==> config.mk <==
export PLATFORM = sky130hd
export DESIGN_NAME = conv_frame_tx
export DESIGN_NICKNAME = d
export VERILOG_FILES = /design/src/rtl/conv_frame_tx.sv
export SDC_FILE = /design/constraint.sdc
export NUM_CORES = 1
export LEC_CHECK = 0
export CORE_ASPECT_RATIO = 0.6
export CORE_MARGIN = 8
export CORE_UTILIZATION = 32
export DETAILED_ROUTE_END_ITERATION = 16
export HOLD_SLACK_MARGIN = 0.03
export PLACE_DENSITY = 0.65
export SLEW_MARGIN = 20
export SYNTH_ARGS = -nofsm -noshare
export SYNTH_HDL_FRONTEND = slang
export SYNTH_SLANG_ARGS = --single-unit
==> constraint.sdc <==
create_clock -name clk_i -period 2.98 [get_ports clk_i]
set_input_delay 0.298 -clock clk_i [delete_from_list [all_inputs] [get_ports clk_i]]
set_output_delay 0.298 -clock clk_i [all_outputs]
set_load 0.02 [all_outputs]
==> src/rtl/conv_frame_tx.sv <==
// Transmit-side video framer: wraps a raw pixel stream into AXI4-Stream beats
// with tuser on the first pixel of a frame and tlast on the last pixel of each line.
module conv_frame_tx #(
    parameter int unsigned  PIXEL_W    = 8,
    parameter int unsigned  MAX_WIDTH  = 1920,
    parameter int unsigned  MAX_HEIGHT = 1080,
    localparam int unsigned W_W        = $clog2(MAX_WIDTH + 1),
    localparam int unsigned H_W        = $clog2(MAX_HEIGHT + 1)
) (
    input  logic               clk_i,
    input  logic               arst_i,
    input  logic               start_i,
    input  logic [W_W-1:0]     cfg_width_i,
    input  logic [H_W-1:0]     cfg_height_i,
    output logic               busy_o,
    output logic               done_o,
    output logic               err_o,
    input  logic               pix_valid_i,
    input  logic [PIXEL_W-1:0] pix_data_i,
    output logic               pix_ready_o,
    input  logic               m_tready_i,
    output logic               m_tvalid_o,
    output logic [PIXEL_W-1:0] m_tdata_o,
    output logic               m_tuser_o,
    output logic               m_tlast_o
);

    typedef enum logic [1:0] {
        S_IDLE  = 2'd0,
        S_FILL  = 2'd1,
        S_DRAIN = 2'd2
    } state_t;

    state_t             r_state;
    state_t             w_state_nxt;

    logic [W_W-1:0]     r_width;
    logic [H_W-1:0]     r_height;
    logic [W_W-1:0]     r_col;
    logic [H_W-1:0]     r_row;
    logic               r_busy;
    logic               r_done;
    logic               r_err;
    logic               r_pix_ready;

    logic               r_out_valid;
    logic [PIXEL_W-1:0] r_out_data;
    logic               r_out_user;
    logic               r_out_last;
    logic               r_skid_valid;
    logic [PIXEL_W-1:0] r_skid_data;
    logic               r_skid_user;
    logic               r_skid_last;

    logic               w_acc;
    logic               w_pop;
    logic               w_cfg_ok;
    logic               w_start_ok;
    logic               w_last_col;
    logic               w_last_row;
    logic               w_last_pix;
    logic               w_final_pop;
    logic               w_in_user;

    logic [W_W-1:0]     w_width_nxt;
    logic [H_W-1:0]     w_height_nxt;
    logic [W_W-1:0]     w_col_nxt;
    logic [H_W-1:0]     w_row_nxt;
    logic               w_out_valid_nxt;
    logic [PIXEL_W-1:0] w_out_data_nxt;
    logic               w_out_user_nxt;
    logic               w_out_last_nxt;
    logic               w_skid_valid_nxt;
    logic [PIXEL_W-1:0] w_skid_data_nxt;
    logic               w_skid_user_nxt;
    logic               w_skid_last_nxt;

    assign w_acc       = pix_valid_i & r_pix_ready;
    assign w_pop       = r_out_valid & m_tready_i;
    assign w_cfg_ok    = (cfg_width_i != '0) && (cfg_width_i <= W_W'(MAX_WIDTH)) &&
                         (cfg_height_i != '0) && (cfg_height_i <= H_W'(MAX_HEIGHT));
    assign w_start_ok  = (r_state == S_IDLE) & start_i & w_cfg_ok;
    assign w_last_col  = (r_col == r_width - W_W'(1));
    assign w_last_row  = (r_row == r_height - H_W'(1));
    assign w_last_pix  = w_last_col & w_last_row;
    assign w_in_user   = (r_col == '0) && (r_row == '0);
    // Once in DRAIN no input is accepted, so an empty skid means the output holds the final beat.
    assign w_final_pop = (r_state == S_DRAIN) & w_pop & ~r_skid_valid;

    always_ff @(posedge clk_i or posedge arst_i) begin
        if (arst_i) begin
            r_state <= S_IDLE;
        end else begin
            r_state <= w_state_nxt;
        end
    end

    always_comb begin
        w_state_nxt = r_state;
        case (r_state)
            S_IDLE:  if (w_start_ok)          w_state_nxt = S_FILL;
            S_FILL:  if (w_acc && w_last_pix) w_state_nxt = S_DRAIN;
            S_DRAIN: if (w_final_pop)         w_state_nxt = S_IDLE;
            default:                          w_state_nxt = S_IDLE;
        endcase
    end

    // Frame counters and per-frame geometry.
    always_comb begin
        w_width_nxt  = r_width;
        w_height_nxt = r_height;
        w_col_nxt    = r_col;
        w_row_nxt    = r_row;
        if (w_start_ok) begin
            w_width_nxt  = cfg_width_i;
            w_height_nxt = cfg_height_i;
            w_col_nxt    = '0;
            w_row_nxt    = '0;
        end else if (w_acc) begin
            if (w_last_col) begin
                w_col_nxt = '0;
                w_row_nxt = r_row + H_W'(1);
            end else begin
                w_col_nxt = r_col + W_W'(1);
            end
        end
    end

    // Output register refills from the skid first, then from the input; otherwise input parks in the skid.
    always_comb begin
        w_out_valid_nxt  = r_out_valid;
        w_out_data_nxt   = r_out_data;
        w_out_user_nxt   = r_out_user;
        w_out_last_nxt   = r_out_last;
        w_skid_valid_nxt = r_skid_valid;
        w_skid_data_nxt  = r_skid_data;
        w_skid_user_nxt  = r_skid_user;
        w_skid_last_nxt  = r_skid_last;
        if (!r_out_valid || w_pop) begin
            if (r_skid_valid) begin
                w_out_valid_nxt  = 1'b1;
                w_out_data_nxt   = r_skid_data;
                w_out_user_nxt   = r_skid_user;
                w_out_last_nxt   = r_skid_last;
                w_skid_valid_nxt = 1'b0;
            end else if (w_acc) begin
                w_out_valid_nxt  = 1'b1;
                w_out_data_nxt   = pix_data_i;
                w_out_user_nxt   = w_in_user;
                w_out_last_nxt   = w_last_col;
            end else begin
                w_out_valid_nxt  = 1'b0;
            end
        end else if (w_acc) begin
            w_skid_valid_nxt = 1'b1;
            w_skid_data_nxt  = pix_data_i;
            w_skid_user_nxt  = w_in_user;
            w_skid_last_nxt  = w_last_col;
        end
    end

    always_ff @(posedge clk_i or posedge arst_i) begin
        if (arst_i) begin
            r_width      <= '0;
            r_height     <= '0;
            r_col        <= '0;
            r_row        <= '0;
            r_busy       <= 1'b0;
            r_done       <= 1'b0;
            r_err        <= 1'b0;
            r_pix_ready  <= 1'b0;
            r_out_valid  <= 1'b0;
            r_out_data   <= '0;
            r_out_user   <= 1'b0;
            r_out_last   <= 1'b0;
            r_skid_valid <= 1'b0;
            r_skid_data  <= '0;
            r_skid_user  <= 1'b0;
            r_skid_last  <= 1'b0;
        end else begin
            r_width      <= w_width_nxt;
            r_height     <= w_height_nxt;
            r_col        <= w_col_nxt;
            r_row        <= w_row_nxt;
            r_busy       <= (w_state_nxt != S_IDLE);
            r_done       <= w_final_pop;
            r_err        <= (r_state == S_IDLE) & start_i & ~w_cfg_ok;
            r_pix_ready  <= (w_state_nxt == S_FILL) & ~w_skid_valid_nxt;
            r_out_valid  <= w_out_valid_nxt;
            r_out_data   <= w_out_data_nxt;
            r_out_user   <= w_out_user_nxt;
            r_out_last   <= w_out_last_nxt;
            r_skid_valid <= w_skid_valid_nxt;
            r_skid_data  <= w_skid_data_nxt;
            r_skid_user  <= w_skid_user_nxt;
            r_skid_last  <= w_skid_last_nxt;
        end
    end

    assign busy_o      = r_busy;
    assign done_o      = r_done;
    assign err_o       = r_err;
    assign pix_ready_o = r_pix_ready;
    assign m_tvalid_o  = r_out_valid;
    assign m_tdata_o   = r_out_data;
    assign m_tuser_o   = r_out_user;
    assign m_tlast_o   = r_out_last;

endmodule

; Word level (Yosys, flattened, before mapping)
; Cells that the tools add are included.
[word_totals]
latchBits = 0
wordCells = 80
ramBits = 0
mem_bits_ro = 0
memories = 0
output_inout_bits = 15
ff_bits = 72
inputBits = 35
[op_classes]
n_eq_ne = 5
shift = 0
n_reduce_logical = 19
n_addsub = 4
magnitude_cmp = 2
n_bitwise = 13
div = 0
muxes = 20
mul = 0
[ops]
columns = op, count
row1 = $mux W11, 6
row2 = $add A11 B1 Y11 const B, 2
row3 = $eq A11 B11 Y1, 2
row4 = $le A11 B11 Y1 const B, 2
row5 = $logic_not A11 Y1, 2
row6 = $reduce_bool A11 Y1, 2
row7 = $sub A11 B1 Y11 const B, 2
row8 = $mux W8, 2
row9 = $and A1 B1 Y1, 9
row10 = $mux W1, 8
row11 = $reduce_bool A2 Y1, 4
row12 = $mux W2, 3
row13 = $pmux W2 S3, 1
row14 = $reduce_and A2 Y1, 3
row15 = $logic_and A1 B1 Y1, 5
row16 = $eq A2 B1 Y1 const B, 2
row17 = $not A1 Y1, 4
row18 = $eq A2 B2 Y1 const B, 1
row19 = $logic_not A2 Y1, 1
row20 = $logic_not A1 Y1, 1
row21 = $logic_or A1 B1 Y1, 1

; Depth between registers and ports, before layout
[depth]
ltp_word = 9
mapped_depth = 12
depth_no_buf = 9

; Worst setup path after synthesis
; No wires, ideal clock.
[synth_path]
kind = register to register
start = register r_width[3]
end = register r_row[7]
period_less_slack_ns = 3.010
t_arrival_ns = 2.873
required_time_ns = 2.844
stages_incl_launch_ff = 11
setup_ns = 0.136
setup_slack_ns = -0.030
n_path_buf = 4
path_cell_list = dfrtp_1 -> buf_6 -> or4_1 -> buf_2 -> o32a_1 -> a311o_1 -> or4_1 -> clkbuf_1 -> buf_2 -> o41ai_1 -> a21oi_1
[synth_via]
elab_chain_len = 4
[synth_lines]
columns = element, line
row1 = "start, declared", 37  ; logic [W_W-1:0] r_width;
row2 = "start signal, assigned", 181  ; r_width <= w_width_nxt;
row3 = $sub A11 B1 Y11, 83  ; assign w_last_col = (r_col == r_width - W_W'(1));
row4 = $eq A11 B11 Y1, 83
row5 = $reduce_bool A2 Y1 (no source line), --
row6 = $reduce_and A2 Y1 (no source line), --
row7 = "end signal, assigned", 184  ; r_row <= w_row_nxt;
row8 = "end, declared", 40  ; logic [H_W-1:0] r_row;
; No other way between the ends.
; A chain may end at the register's enable or synchronous reset.

; Worst setup path in the final report
[layout_path]
start = register r_width[3]
end = register r_row[2]
; The elaborated chain is that of the path after synthesis.

==> flow_metrics.py <==
metrics = {
    "layout": {
        "num_antenna_cells": 0,
        "nets": 559,
        "final_area_mm2": 0.005229,
        "area_growth_pct": 27.21,
        "fin_cells": 693,
        "finish.utilization_pct": 41.20,
        "drive_above_1_share_pct": 11.47,
    },
    "clock_tree": {
        "cts-htree-levels": 3,
        "clock_sinks": 72,
        "clkLatencyLatePin_ns": 0.34,
        "clk_pin_slew_ns": 0.06,
        "cts-root-buf": "clkbuf_16",
        "cts-buffers-inserted": 9,
        "cts_buffer_depth": 2,
        "cts_tree": "done",
    },
    "place": {
        "port_buffers": 49,
        "gp_congestion": 0.8197,
        "place_inst": 677,
        "place_area_mm2": 0.004895,
        "dpl_worst_slack_ns": -0.02003,
        "dp_hpwl_mm": 7.985,
    },
    "logic_synthesis": {
        "ys_warn_count": 0,
        "synth_xor_area_share_pct": 6.301,
        "syn_avg_cell_area_um2": 8.839,
        "synth_area_leaders": "dfrtp_1 44%, nand2_1 8.0%, xnor2_1 3.2%",
        "synth_seq_cells": 72,
        "yosysMostFrequentCell": "nand2_1",
        "postSynthNetCount": 506,
        "yosys.area_share.adder_pct": 1.826,
        "async_flop_share_pct": 100.0,
        "synth_compound_area_share_pct": 13.46,
        "synth-seq-area-share_pct": 43.84,
        "muxShareOfSynthArea_pct": 4.871,
        "yosysTopAreaCell": "dfrtp_1",
        "netlist-cell-type-count": 56,
        "synth_cells": 465,
        "ys.flop_type": "dfrtp_1",
        "yosys-top-cells-count": "88 x nand2_1, 72 x dfrtp_1, 34 x nor2_1",
        "synth_top_family_by_area": "simple AND/OR/NAND/NOR gates",
        "synth-edff-count": 0,
        "synth_area_mm2": 0.004110,
        "synthSimpleGateAreaFrac_pct": 25.72,
        "yosysTopAreaCellShare_pct": 43.84,
    },
    "die": {
        "fp.dieW_um": 162.3,
        "io_pins": 50,
        "die_h_um": 103.8,
        "start_util_pct": 32.38,
        "rows": 32,
        "dieArea_mm2": 0.01685,
        "coreArea_mm2": 0.01269,
    },
    "timing": {
        "finalHoldViolations": 0,
        "rsz0062_at_grt": "no",
        "fmax_mhz": 347.4,
        "finalWorstSetupSlack_ns": 0.1016,
        "period_minus_slack_ns": 2.878,
        "worst_pin_slew_ns": 0.6400,
        "slew_headroom_pct": 57.34,
        "finalSetupViolCount": 0,
        "clock_skew_ns": 0.006011,
        "slew_viol_final": 0,
        "period_share_pct": 96.59,
    },
    "critical_path": {
        "crit_slowest_cell": "or4_4",
        "end_kind": "flop",
        "worstSetupPathType": "reg -> reg",
        "worstPathRequired_ns": 3.25,
        "critical_path_arrival_ns": 3.14,
        "crit_fanout": 7,
        "crit_chain": "or4_4 -> o32a_1 -> a311o_1 -> or4_4 -> buf_4 -> or3_1 -> a21oi_2",
        "cp-start-kind": "flop",
        "cp_common_cell": "or4_4",
        "cp_slowest_stage_delay_ns": 0.59,
    },
    "global_routing": {
        "grt_max_degree": 73,
        "grt.total_usage_pct": 13.57,
        "grt_first_pass_wirelength_mm": 18.89,
        "grt_overflow": 0,
        "antenna_found_initial": 0,
        "first_global_vias": 3700,
    },
    "route": {
        "viasPerCell": 5.229,
        "dr.pass1.iters": 5,
        "totalWireLength_mm": 10.93,
        "num_vias": 3624,
        "antenna_left": 0,
        "drt-initial-drc-count": 273,
        "drc": 0,
        "wl_per_cell_um": 15.78,
    },
    "job": {
        "cap_violations": 0,
    },
    "status": {
        "status": "complete, no violations",
    },
    "pwr": {
        "ir_worst_vdd_uv": 323.6,
        "p_leak_nw": 2.170,
        "p_per_area_mw_per_mm2": 883.5,
    },
    "min_path": {
        "min_path_type": "in -> async",
    },
}
## path summary, 6_finish.rpt
check	from	end	slack [ns]	cells after the start
max	r_width[3]	r_row[2]	0.10	7
min	arst_i	r_row[7]	0.36	3
max reg2reg	r_width[3]	r_row[2]	0.10	7
min reg2reg	r_skid_user	r_skid_user	0.48	2
max in group asynchronous	arst_i	r_row[4]	2.32	3
min in group clk_i	r_skid_user	r_skid_user	0.48	2
## flip-flops by register name, summed over array words and instances (netlist names)
| register | count |
|---|---|
| m_tuser_o | 1 |
| m_tdata_o | 8 |
| r_width | 11 |
| r_col | 11 |
| pix_ready_o | 1 |
| done_o | 1 |
| m_tlast_o | 1 |
| busy_o | 1 |
| r_skid_user | 1 |
| m_tvalid_o | 1 |
| r_skid_last | 1 |
| r_skid_data | 8 |
| r_state | 2 |
| r_skid_valid | 1 |
| r_row | 11 |
| r_height | 11 |
| err_o | 1 |
## power by group
group          internal (mW)  total, mW  switching (mW)
Clock                  0.582       1.04           0.459
Combinational          0.915       1.87           0.952
Sequential              1.32       1.71           0.388
Total                   2.82       4.62            1.80
## per-layer routing
metal	wire length [µm]	global-route usage (%)	part of all wire, %
met2	4137	18.16	38
met3	956	4.980	8.7
met5	0	0	0
met4	141	3.684	1.3
met1	5697	19.78	52
## cell usage in the layout (no fill, tap or decap), types with 3 or more instances in the layout
cell type and instances:
and3_1 7, nand2_1 88, mux2i_1 11, o211ai_1 3
clkbuf_16 9, nand2b_1 7, buf_4 19, mux2_2 8
xnor2_1 15, nand4_1 5, dfrtp_1 72, nor4_1 17
xor2_1 12, inv_1 12, o21ai_0 20, nand3_1 12
nand3b_1 7, nor2_1 34, nor4b_1 3, nor3_1 10
o31ai_1 8, or4_1 3, a21oi_1 24, nor2b_1 4
ha_1 5, clkdlybuf4s50_1 49
## cells by family after synthesis
group,count (synthesis)
AND/OR/NAND/NOR,213
multiplexers,19
buffers and inverters,41
AO/OA/AOI/OAI,86
XOR/XNOR,28
flip-flops,72
adder cells (fa/ha/maj),6
## critical path, delay by kind of cell, from the launching register on
| kind | cells | cell delay (ns) |
|---|---|---|
| DFF | 1 | 0.37 |
| AOI/OAI and AO/OA | 3 | 0.76 |
| and+or+nand+nor | 3 | 1.50 |
| buffers and inverters | 1 | 0.18 |
## area by class of cell
| type | instances | area [µm²] |
|---|---|---|
| multi-input cells | 352 | 2203 |
| inverters | 13 | 48.80 |
| clock inverters | 7 | 63.81 |
| flip-flops and latches | 72 | 1802 |
| clock buffers | 9 | 225.2 |
| fillers | 1245 | 7463 |
| repair buffers | 70 | 673.1 |
| well taps | 170 | 212.7 |
## what timing repair did
action,CTS,global route
hold buffers,0,0
setup buffers,0,0
endpoints found under the setup margin,5,14
pin swaps,0,1
resized for setup,1,8
## through the flow
step                setup TNS [ns]  power, mW  hold WS (ns)
finish                           0      4.620        0.3640
global route                     0      4.965        0.4029
CTS                              0      4.609        0.3811
detailed placement        -0.02003      3.546        0.4712
global placement                 0      3.466        0.4633
floorplan                        0      2.899        0.4034
Power figures use the tool's default switching activity.
